File: config.mk
export PLATFORM = sky130hd
export DESIGN_NAME = tff_bank_counter
export DESIGN_NICKNAME = d
export VERILOG_FILES = /design/src/rtl/tff_bank_counter.sv
export SDC_FILE = /design/constraint.sdc
export NUM_CORES = 1
export LEC_CHECK = 0
export CAP_MARGIN = 25
export CORE_UTILIZATION = 40
export DETAILED_ROUTE_END_ITERATION = 8
export GPL_ROUTABILITY_DRIVEN = 0
export HOLD_SLACK_MARGIN = 0.05
export PLACE_DENSITY = 0.78
export SYNTH_ARGS = -nofsm -noshare
export SYNTH_HDL_FRONTEND = slang
export SYNTH_SLANG_ARGS = --single-unit
export TNS_END_PERCENT = 50
File: constraint.sdc
create_clock -name clk -period 2.05 [get_ports clk]
set_input_delay 0.3075 -clock clk [delete_from_list [all_inputs] [get_ports clk]]
set_output_delay 0.3075 -clock clk [all_outputs]
set_load 0.05 [all_outputs]
File: src/rtl/tff_bank_counter.sv
// rtl/tff_bank_counter.sv - WIDTH-bit toggle/up/down/hold counter with load, terminal count and sticky wrap flag
module tff_bank_counter #(
  parameter int     WIDTH     = 8,
  parameter longint MODULUS   = 256,
  parameter longint RESET_VAL = 0
) (
  input  logic             clk,
  input  logic             rst,
  input  logic             en,
  input  logic [1:0]       mode,
  input  logic [WIDTH-1:0] t,
  input  logic             load,
  input  logic [WIDTH-1:0] din,
  input  logic             clr_wrap,
  output logic [WIDTH-1:0] q,
  output logic [WIDTH-1:0] qbar,
  output logic             tc,
  output logic             wrap_flag
);

  typedef enum logic [1:0] {
    MODE_TOGGLE = 2'b00,
    MODE_UP     = 2'b01,
    MODE_DOWN   = 2'b10,
    MODE_HOLD   = 2'b11
  } mode_t;

  // Highest legal count; with MODULUS = 2^WIDTH this is all-ones, giving natural binary wrap.
  localparam logic [WIDTH-1:0] MAX_VAL = WIDTH'(MODULUS - 1);
  localparam logic [WIDTH-1:0] RST_Q   = WIDTH'(RESET_VAL);

  logic [WIDTH-1:0] q_next;
  logic             tc_next;

  // Complement follows q combinationally, including while reset is held.
  assign qbar = ~q;

  // Next-state selection: load beats enable, enable lets the mode pick the update.
  always_comb begin
    q_next  = q;
    tc_next = 1'b0;
    if (load) begin
      q_next = din;
    end else if (en) begin
      case (mode)
        MODE_TOGGLE: begin
          q_next = q ^ t;
        end
        MODE_UP: begin
          // Anything at or beyond the top (including out-of-range loads) wraps to zero.
          if (q >= MAX_VAL) begin
            q_next  = '0;
            tc_next = 1'b1;
          end else begin
            q_next = q + 1'b1;
          end
        end
        MODE_DOWN: begin
          // Only a real underflow from zero is a wrap; an out-of-range value just clamps.
          if (q == '0) begin
            q_next  = MAX_VAL;
            tc_next = 1'b1;
          end else if (q > MAX_VAL) begin
            q_next = MAX_VAL;
          end else begin
            q_next = q - 1'b1;
          end
        end
        default: begin
          q_next = q;
        end
      endcase
    end
  end

  // State register; a wrap on the same edge as clr_wrap keeps the flag set.
  always_ff @(posedge clk or negedge rst) begin
    if (!rst) begin
      q         <= RST_Q;
      tc        <= 1'b0;
      wrap_flag <= 1'b0;
    end else begin
      q  <= q_next;
      tc <= tc_next;
      if (tc_next) begin
        wrap_flag <= 1'b1;
      end else if (clr_wrap) begin
        wrap_flag <= 1'b0;
      end
    end
  end

endmodule

# Word-level counts from Yosys, hierarchy flattened
# Index checks and enable logic that the tools add are counted.
# classes
n_reduce_logical	6
add_sub_neg	2
n_lt_le_gt_ge	2
mux	13
bitwise	2
eq_ne	2
# op_table
cell	count
2-to-1 mux 8 bit	5
case mux 8 bit (3 select lines)	1
adder 8 x 1 -> 8 bit (second input constant)	1
greater-or-equal comparator 8 bit (second input constant)	1
greater-than comparator 8 bit (second input constant)	1
zero test 8 bit	1
NOT 8 bit	1
subtractor 8 x 1 -> 8 bit (second input constant)	1
bitwise XOR 8 bit	1
2-to-1 mux 1 bit	6
nonzero test 2 bit	2
nonzero test 4 bit	1
equality test 2 x 1 -> 1 bit (second input constant)	1
equality test 2 bit (second input constant)	1
zero test 2 bit	1
case mux 1 bit (2 select lines)	1
AND reduction 2 bit	1
# word_totals
in_bits	23
register_bits	10
out_inout_bits	18
elab_cells	30

# Depth between registers and ports, before layout
# logic_depth
word_depth	6
depth_mapped	7
mapped_depth_nobuf	6

# Least setup slack after synthesis
# OpenSTA, ideal clock, no wires.
# synth_path
kind	register to register
from	register q[0]
to	register q[5]
setup_time_ns	0.132
stages_incl_launch_ff	8
required_time_ns	1.918
period_less_slack_ns	2.413
path_slack_ns	-0.363
arrival_ns	2.281
path_buffers	1
cell_sequence	dfrtp_1 clkbuf_1 inv_1 ha_1 nor3b_4 or3_1 a31oi_1 a211oi_1
# synth_between
elab_chain_cells	6
word_cells_on_any_way	11
cone_classes	2 x add/sub; 2 x order compare; 6 x mux; 1 x reduce/logical
# synth_rtl
item	line_no	source
start, declared	15	output logic [WIDTH-1:0] q,
start signal, assigned	83	q <= q_next;
subtractor 8 x 1 -> 8 bit / greater-than comparator 8 bit (equally long branches)	66, 63	
2-to-1 mux 8 bit	63	end else if (q > MAX_VAL) begin
2-to-1 mux 8 bit	60	if (q == '0) begin
case mux 8 bit (3 select lines) (*)	45	case (mode)
2-to-1 mux 8 bit (*)	44	end else if (en) begin
2-to-1 mux 8 bit (*)	42	if (load) begin
# Mark *: on every way between the ends. The rest lies on a longest branch, timed or not. The select of a mux whose other input is x is not followed.
# A chain may end at the register's enable or synchronous reset.

# Worst setup path in the final report
# layout_path
from	input mode[0]
to	register q[5]
# layout_between
elab_chain_cells	4
word_cells_on_any_way	8
cone_classes	2 x eq/ne; 3 x mux; 3 x reduce/logical
# layout_rtl
item	line_no	source
start, declared	10	input logic [1:0] mode,
equality test 2 bit (tied with other cells)	45	
case mux 8 bit (3 select lines)	45	
2-to-1 mux 8 bit	44	
2-to-1 mux 8 bit	42	
# Parallel ways exist; a longest one is shown, timed or not. The select of a mux whose other input is x is not followed.

==> reports/results.tsv <==
stage	metric	value	unit
worst_hold_path	worst hold-check path type	input pin to asynchronous set/reset pin	
floorplanning	# rows	19	
power	PD cells	677	mW/mm2
yosys	top-count cell post-synth	inv_1	
floorplanning	Core Area	0.00278	mm2
sta	fin crit period	1960	ps
worst_setup_path	Required @ worst endpoint	2240	ps
place	Placed Cells	224	
drt	Vias/cell	6.11	
grt	largest net degree at the start of global routing	15	
place	I/O Buffers	40	
final_layout	final core utilization	0.610	
yosys	sequential-to-total area share from yosys stat	0.210	
worst_setup_path	CP Capture Type	flip-flop	
drt	DR vias	1392	
yosys	dominant cell type by area after synthesis	dfrtp_1	
final_layout	Final #Nets	227	
cts	Sink Count	10	
sta	RSZ-0062 raised after global routing	false	
floorplanning	chip height	56.6	um
cts	Clock Path Buffers	2	
yosys	Synth cell types	47	
cts	H-tree level count	1	
yosys	post-synth top area share	0.210	
drt	DRC	0	
power	leak pwr	0.713	nW
drt	Detailed Route WL	3610	um
sta	Setup violations, final	0	
yosys	Post-synth EDFFs	0	
final_layout	area grow syn2layout	42.3	%
sta	worst slew pin tran	549	ps
yosys	Post-synth top flop	dfrtp_1	
floorplanning	die area	0.00320	mm2
place	HPWL after DPL	2770	um
place	dpl cell area	0.00166	mm2
yosys	YS warnings	0	
floorplanning	Initial Utilization	0.429	
grt	GRT overflow	0	
sta	final hold vios	0	
yosys	ys async rst share	1.00	
cts	CTS root buf	clkbuf_4	
yosys	ranking of synthesized cells by area	dfrtp_1 (21%), ha_1 (6.3%), xnor2_1 (5.1%)	
final_layout	fin cells	228	
worst_setup_path	WP data arrival	2150	ps
cts	CTS tree	done	
floorplanning	I/O Pins	41	
worst_setup_path	CP max FO	7	
cts	Clk pin slew, worst setup/hold paths	70	ps
grt	initial antenna violation count	0	
yosys	Net Count, Synth	181	
worst_setup_path	startpoint types	input pin	
final_layout	layout cell share with drive strength beyond 1	0.208	
final_layout	Finished Cell Area	0.00170	mm2
power	total power	1.15	mW
drt	DRT iter0 DRCs	46	
worst_setup_path	WS Path Type	input pin to flip-flop	
floorplanning	die width	56.6	um
final_layout	Ant. Diodes	0	
sta	Slew Viols, Final	0	
yosys	post-synthesis area per instance	7.84	um2
cts	total CTS buffers	3	
grt	gr usage total	0.249	
final_layout	# fillers	253	
grt	number of global-route vias before repair	1360	
sta	Max transition margin	0.634	
yosys	commonest cells in the synthesized netlist	inv_1 (14), nor2_1 (12), dfrtp_1 (10), o21ai_0 (10), nand2_1 (8)	
yosys	Mapped Area	0.00119	mm2
power	Max VDD drop	0.000443	V
cts	Skew-Pair Late Insertion Delay	280	ps
drt	WL/cell	15.8	um
sta	period utilization	0.956	
drt	TritonRoute pass-1 iters	4	
drt	ANT nets after route	0	
sta	f_max	0.510	GHz
run	MaxCap Viol Count	0	
sta	Worst Skew	3.38	ps
outcome	status	completed	
yosys	Yosys reg bits	10	
grt	first-pass GRT wire length	6130	um
yosys	Post-Syn Instances	152	
[where the power goes]
group / total [mW] / switching (mW) / leakage (nW) / internal [mW]
combinational: 0.662 / 0.394 / 0.569 / 0.267
sequential: 0.299 / 0.0776 / 0.123 / 0.222
clock: 0.188 / 0.0794 / 0.0210 / 0.108
total: 1.15 / 0.551 / 0.713 / 0.598
[repair_timing]
action                                  4_1_cts  5_1_grt
endpoints found under the setup margin        0        1
hold buffers                                  0        0
buffers inserted                              0        0
resized for setup                             0        1
[cells in the final DEF (no fill, tap or decap), types with 2 or more instances in the layout]
cell             netlist  layout
clkdlybuf4s50_1        0      27
buf_4                  1      24
inv_1                 14      12
nor2_1                12      12
o21ai_0               10      10
nand2_1                8       8
dfrtp_1               10       8
nor3_1                 7       7
xnor2_1                7       7
xor2_1                 6       6
nand3_1                5       5
a21oi_1                5       5
o211ai_1               5       5
a31oi_1                4       4
o21a_1                 4       4
ha_1                   6       4
mux2i_1                3       3
a22oi_1                3       3
a211oi_1               3       3
clkbuf_4               0       3
clkinvlp_4             0       2
nor2b_1                2       2
o31a_1                 2       2
a211o_1                2       2
dfrtp_2                0       2
[area by class of cell]
| cell class | count | area, um2 | area share |
|---|---|---|---|
| clock buffer | 4 | 36.3 | 0.0214 |
| timing repair buffer | 52 | 463 | 0.273 |
| sequential | 10 | 253 | 0.149 |
| multi-input combinational | 117 | 846 | 0.499 |
| tap | 31 | 38.8 | 0.0229 |
| inverter | 14 | 60.1 | 0.0354 |
[per-stage QoR]
step | hold WS, ps | setup TNS (ps) | setup WS (ps)
after floorplan | 11.9 | -21.5 | -16.8
after global placement | 463 | -92.1 | -83.8
after detailed placement | 493 | -437 | -150
after CTS | 365 | 0 | 29.5
after global routing | 391 | 0 | 51.0
final | 343 | 0 | 90.2
[routing by layer]
metal	vias up	track usage	part of all wire
met3	12	0.0300	0.086
met5	-	0	0
met1	657	0.289	0.38
met4	0	0.171	0.042
li1	644	-	-
met2	79	0.422	0.49
[flip-flops by register name (all words and copies together), names as in the netlist]
name,cells
wrap_flag,1
tc,1
q,8
[worst max-delay path, stage by stage]
cell and delay, ps:
clkdlybuf4s50_1 490, inv_1 60, ha_1 240, o31a_1 360, nor2_2 330, a221oi_1 150
a211oi_1 210
[worst paths after layout]
path | startpoint | to | slack, ps | depth (start not counted)
worst min-delay path | rst | q[3] | 340 | 1
worst max-delay path | mode[0] | q[5] | 90 | 7
max in group asynchronous | rst | q[0] | 1370 | 1
worst min register to register | wrap_flag | wrap_flag | 500 | 1
min in group clk | wrap_flag | wrap_flag | 500 | 1
worst max register to register | q[0] | q[5] | 190 | 5
[kinds of logic after synthesis]
kind of cell / share of synthesized area
compound gates: 0.314
fa+ha+maj: 0.0630
buf+inv: 0.0934
flops: 0.210
xor+xnor: 0.0955
simple gates: 0.199
mux: 0.0252
(Power assumes the default switching activity.)
